$ cat config.mk
export PLATFORM = sky130hd
export DESIGN_NAME = pc_sequencer
export DESIGN_NICKNAME = d
export VERILOG_FILES = /design/src/rtl/pc_sequencer.sv
export SDC_FILE = /design/constraint.sdc
export NUM_CORES = 1
export LEC_CHECK = 0
export ABC_CLOCK_PERIOD_IN_PS = 4400
export CORE_ASPECT_RATIO = 1.25
export CORE_MARGIN = 4
export CORE_UTILIZATION = 46
export CTS_BUF_LIST = sky130_fd_sc_hd__clkbuf_4
export CTS_CLUSTER_SIZE = 8
export DETAILED_ROUTE_END_ITERATION = 10
export PLACE_DENSITY = 0.92
export REMOVE_ABC_BUFFERS = 1
export SYNTH_ARGS = -nofsm -noshare
export SYNTH_HDL_FRONTEND = slang
export SYNTH_SLANG_ARGS = --single-unit
$ cat constraint.sdc
create_clock -name clk -period 4.4 [get_ports clk]
set_clock_uncertainty 0.05 [all_clocks]
set_input_delay 0.44 -clock clk [delete_from_list [all_inputs] [get_ports clk]]
set_output_delay 0.44 -clock clk [all_outputs]
set_load 0.005 [all_outputs]
$ cat src/rtl/pc_sequencer.sv
// pc_sequencer: program-counter sequencer with HALT/RUN/STEP control,
// supervisor-bit protection, edge-triggered interrupt request and a
// retired-instruction counter.
module pc_sequencer #(
  parameter logic [31:0] RESET_VEC = 32'h8000_0000,
  parameter logic [31:0] ILLOP_VEC = 32'h8000_0004,
  parameter logic [31:0] XADR_VEC  = 32'h8000_0008
) (
  input  logic        clk,
  input  logic        reset,
  input  logic [31:0] id,
  input  logic [31:0] jt,
  input  logic [2:0]  pcsel,
  input  logic        run,
  input  logic        step,
  input  logic        irq,
  output logic [31:0] pc,
  output logic [31:0] pc_inc,
  output logic [31:0] pc_offset,
  output logic        advance,
  output logic        halted,
  output logic        irq_req,
  output logic [31:0] icount
);

  localparam int unsigned W     = 32;
  localparam int unsigned LOW_W = W - 1;

  localparam logic [2:0] SEL_INC   = 3'd0;
  localparam logic [2:0] SEL_BR    = 3'd1;
  localparam logic [2:0] SEL_JMP   = 3'd2;
  localparam logic [2:0] SEL_XADR  = 3'd4;

  typedef enum logic [1:0] {
    S_HALT = 2'd0,
    S_RUN  = 2'd1,
    S_STEP = 2'd2
  } state_t;

  state_t           r_state;
  logic             r_advance;
  logic             r_halted;
  logic [W-1:0]     r_pc;
  logic [W-1:0]     r_icount;
  logic             r_irq_q;
  logic             r_irq_hist;
  logic             r_pending;

  logic [W-1:0]     w_pc_inc;
  logic [LOW_W-1:0] w_br_disp;
  logic [W-1:0]     w_pc_offset;
  logic [W-1:0]     w_jump;
  logic [W-1:0]     w_pc_next;
  logic             w_irq_rise;
  logic             w_irq_clr;
  logic             w_unused_bits;

  // Increment and branch arithmetic stay in the low 31 bits; bit 31 is carried through
  assign w_pc_inc    = {r_pc[W-1], r_pc[LOW_W-1:0] + LOW_W'(4)};
  assign w_br_disp   = {{13{id[15]}}, id[15:0], 2'b00};
  assign w_pc_offset = {r_pc[W-1], w_pc_inc[LOW_W-1:0] + w_br_disp};
  // Jumps may drop supervisor mode but never enter it
  assign w_jump      = {r_pc[W-1] & jt[W-1], jt[W-2:2], 2'b00};

  // Upper instruction bits and jump-target low bits do not affect the PC
  assign w_unused_bits = ^{id[31:16], jt[1:0]};

  // Next-PC select
  always_comb begin
    w_pc_next = ILLOP_VEC;
    case (pcsel)
      SEL_INC:  w_pc_next = w_pc_inc;
      SEL_BR:   w_pc_next = w_pc_offset;
      SEL_JMP:  w_pc_next = w_jump;
      SEL_XADR: w_pc_next = XADR_VEC;
      default:  w_pc_next = ILLOP_VEC;
    endcase
  end

  // Run-control FSM with registered advance/halted
  always_ff @(posedge clk or posedge reset) begin
    if (reset) begin
      r_state   <= S_HALT;
      r_advance <= 1'b0;
      r_halted  <= 1'b1;
    end else begin
      case (r_state)
        S_HALT: begin
          if (run) begin
            r_state   <= S_RUN;
            r_advance <= 1'b1;
            r_halted  <= 1'b0;
          end else if (step) begin
            r_state   <= S_STEP;
            r_advance <= 1'b1;
            r_halted  <= 1'b0;
          end
        end
        S_RUN: begin
          if (!run) begin
            r_state   <= S_HALT;
            r_advance <= 1'b0;
            r_halted  <= 1'b1;
          end
        end
        default: begin
          r_state   <= S_HALT;
          r_advance <= 1'b0;
          r_halted  <= 1'b1;
        end
      endcase
    end
  end

  // PC and retired-instruction counter update only when advancing
  always_ff @(posedge clk or posedge reset) begin
    if (reset) begin
      r_pc     <= RESET_VEC;
      r_icount <= '0;
    end else if (r_advance) begin
      r_pc     <= w_pc_next;
      r_icount <= r_icount + W'(1);
    end
  end

  assign w_irq_rise = r_irq_q & ~r_irq_hist;
  assign w_irq_clr  = r_advance & (pcsel == SEL_XADR);

  // Interrupt sampling and pending flag; a new edge wins over the clear
  always_ff @(posedge clk or posedge reset) begin
    if (reset) begin
      r_irq_q    <= 1'b0;
      r_irq_hist <= 1'b0;
      r_pending  <= 1'b0;
    end else begin
      r_irq_q    <= irq;
      r_irq_hist <= r_irq_q;
      r_pending  <= w_irq_rise | (r_pending & ~w_irq_clr);
    end
  end

  assign pc        = r_pc;
  assign pc_inc    = w_pc_inc;
  assign pc_offset = w_pc_offset;
  assign advance   = r_advance;
  assign halted    = r_halted;
  assign irq_req   = r_pending & ~r_pc[W-1];
  assign icount    = r_icount;

endmodule

==> key figures <==
Logic synthesis
  – Syn Std Cell Area: 0.005359 mm²
  – Number of synthesized flops with an enable pin: 0
  – Share of the synthesized area in the top cell type: 0.3129
  – Seq/Total Area, Yosys: 0.3227
  – Syn Inst Count: 601
  – Unique cell type count in the Yosys netlist: 72
  – Top post-synthesis cells by count: dfrtp_1 (67), xnor2_1 (63), nand2_1 (57)
  – Post-synth top flop: dfrtp_1
  – YS warnings: 0
  – Top post-synthesis cells by area: dfrtp_1 (31%), xnor2_1 (10%), ha_1 (8.4%)
  – Syn Area/Cell: ~8.9 µm²
  – FF+latch count, synth: between 60 and 70
  – Synth area leader: dfrtp_1
  – Most common cell in the netlist: dfrtp_1
  – Asr flop ratio synth: 1.000

Routing
  – DR WL/cell: between 20 and 25 µm
  – Initial DRT Pass Iterations: 10
  – DRT iter0 DRCs: a little under 600
  – Antenna Nets Post-Route: 0
  – Final WL: about 22000 µm
  – Vias: 6227
  – DR vias/cell: 6.460
  – DRC: 0

Power
  – P per Cell Area: 305.8 mW/mm²
  – Switching share of power: 0.3739
  – Static leakage power: about 0.0036 µW
  – Gate power share: 0.491
  – Maximum vdd drop: 0.2236 mV
  – Seq pwr share: 0.311
  – Internal power: roughly 1600 µW
  – P_sw: around 940 µW
  – Clk pwr share: 0.198

Global route
  – Total track usage: 0.2897
  – Total congestion overflow: 0
  – Largest net degree at the start of global routing: 41
  – Met1 Use GR: 0.3193
  – GR peak layer: met2
  – Global-route wire length before repair: 31390 µm
  – GR met3 Demand/Resource: 0.07928
  – Antenna violations before repair: 1
  – GR Util met2: 0.4932
  – Vias in the first global route: 6220

Clock network
  – Clk pin slew, worst setup/hold paths: 0.13 ns
  – Clock Path Buffers: 2
  – Cts bufs inserted: 9
  – Clk_lat worst skew: 0.45 ns
  – H-tree levels: 3
  – Hold buffers post-CTS: 0
  – Clock sinks: 69
  – CTS tree: built
  – CTS root buffer: clkbuf_4

Die
  – Core area: 0.01124 mm²
  – Std-Cell Rows: 43
  – Die area: 0.01345 mm²
  – Chip height: about 130 µm
  – Ports: 203
  – Chip Width: 104.5 µm
  – Starting Density: 0.4766

Worst hold path
  – HP Class: reg2reg
  – Hold depth: 0

Setup path
  – Reg2Reg Depth: 15
  – Crit path max fanout: 4
  – Critical Path AT: 4.11 ns
  – CP required: 3.91 ns
  – Type of origin of the critical path: register
  – CP max stage delay: about 0.55 ns
  – Critical-path top delay cell: clkdlybuf4s50_1
  – CP cell instances: nand3_2 > or3_4 > nor2_4 > nand4_1 > xnor2_2 > ha_1 > a21oi_2 > o21ai_0 > a41oi_1 > o21ai_2 > buf_4 > xor2_2 > clkdlybuf4s50_1
  – Worst setup EP type: primary output
  – Crit path kind: reg2out

STA
  – Worst Tran Pin Value: between 0.8 and 0.9 ns
  – Setup-failing EPs final: 8
  – Final WS setup: -0.1998 ns
  – Max Slew Vio Count: 0
  – Minimum clock period: 4.600 ns
  – Slew HR: 0.4257
  – Unrepaired setup endpoints after global routing: yes
  – Fmax: 217.4 MHz
  – Hold Fails Final Rpt: 0
  – Fin crit share: 1.045

Flow run
  – # Max-Cap Violations: 0

Finish
  – Fill cell count: 708
  – Post-layout instance area: 0.008259 mm²
  – Layout cells sized above 1: 0.2077
  – Nets@finish: 932
  – Area growth syn-to-layout: 54.12%
  – Final core occ: 0.7345

Place
  – Routability cong.: 1.034
  – PortBufs: 178
  – Post-DP HPWL: 14210 µm
  – Area post-placement: 0.007413 mm²

Run status
  – Status: finished with violations
  – Failing checks: setup timing
-- power groups by stage --
| stage | logic [µW] | clock network (µW) | registers, µW |
|---|---|---|---|
| 2_1_floorplan | 472 | 0 | 791 |
| 3_3_place_gp | 1030 | 0 | 784 |
| 3_5_place_dp | 1060 | 0 | 793 |
| 4_1_cts | 1130 | 505 | 780 |
| 5_1_grt | 1320 | 527 | 794 |
| 6_report | 1240 | 499 | 786 |
-- state kept, by name, indices dropped and copies added, names as in the netlist --
| name | cells |
|---|---|
| r_irq_hist | 1 |
| r_pending | 1 |
| pc | 30 |
| halted | 1 |
| advance | 1 |
| r_irq_q | 1 |
| icount | 32 |
| r_state | 2 |
-- logic make-up after synthesis --
group           Yosys count  share of synthesized area
simple gates            194                     0.1842
flops                    69                     0.3227
buf+inv                  48                    0.04226
fa+ha+maj                37                    0.08779
compound gates          158                     0.2052
mux                       8                    0.01518
other cells               1                  0.0006998
xor+xnor                 86                     0.1420
-- metrics by stage --
step | TNS [ns] | hold slack [ns] | std cells | total power (µW) | worst slack (ns)
final | -0.6301 | 0.3343 | 964 | 2526 | -0.1998
after global routing | -1.293 | 0.3612 | 964 | 2636 | -0.3279
after detailed placement | -0.02463 | 0.3097 | 917 | 1856 | -0.02463
after CTS | -0.3297 | 0.3371 | 950 | 2411 | -0.1434
after floorplan | 0 | 0.3037 | 573 | 1263 | 0.8235
after global placement | 0 | 0.3086 | 917 | 1813 | 0.1351
-- cells in the final DEF (no fill, tap or decap), types with 4 or more instances in the layout --
master	instances
ha_2	4
clkdlybuf4s50_1	169
a222oi_1	7
a21o_1	10
a21oi_1	28
a21oi_2	13
clkbuf_4	9
and3_1	5
nor2_2	4
nand4_1	21
dlymetal6s2s_1	6
xnor2_1	44
xor2_1	18
o21ai_0	14
ha_1	29
buf_4	61
conb_1	6
xor2_2	4
o211ai_1	4
o21ai_1	8
and4_1	7
mux2i_1	7
nand2_2	5
o21ai_2	7
and2_1	6
nor3_1	6
a22oi_1	12
dfrtp_1	65
o21a_1	4
a221o_1	13
nand3_1	18
o2bb2ai_1	7
inv_1	13
xnor2_2	19
nand2_1	52
nor2_1	39
-- routing by layer --
layer / wire [µm] / share of wire / vias to the layer above
met1: 7324 / 0.34 / 2958
met2: 10470 / 0.49 / 485
li1: - / - / 2640
met4: 1654 / 0.077 / 0
met3: 2130 / 0.099 / 144
met5: 0 / 0 / -
-- layout make-up --
type	instances	area, µm²	area share
clock buffers	9	67.56	0.008181
repair buffers	239	2240	0.2712
multi-input cells	489	3881	0.4699
diodes	1	2.502	0.0003030
inverters	15	70.07	0.008484
flip-flops and latches	69	1732	0.2097
clock inverters	7	97.59	0.01182
well taps	135	168.9	0.02045
-- worst paths after layout --
path                                  to  slack (ns)    start
hold / removal                r_irq_hist        0.33  r_irq_q
max in group asynchronous         pc[31]        2.86    reset
min in group asynchronous     icount[19]        0.45    reset
setup reg to reg                  pc[30]        0.46   pc[12]
hold reg to reg               r_irq_hist        0.33  r_irq_q
setup / recovery           pc_offset[22]       -0.20   pc[12]
-- worst max-delay path, delay by kind of cell (launching register included) --
family	cells	cell delay, ns
xor gates and xnor gates	2	0.46
DFF	1	0.42
AOI/OAI and AO/OA	4	0.80
buffers and inverters	2	0.71
adders and majority gates	1	0.33
and+or+nand+nor	4	0.92
-- what timing repair did --
action                                  CTS  global route
pin swaps                                19            29
buffers inserted                         17            13
resized for setup                        45            68
endpoints found under the setup margin   16            15
Power figures use the tool's default switching activity.
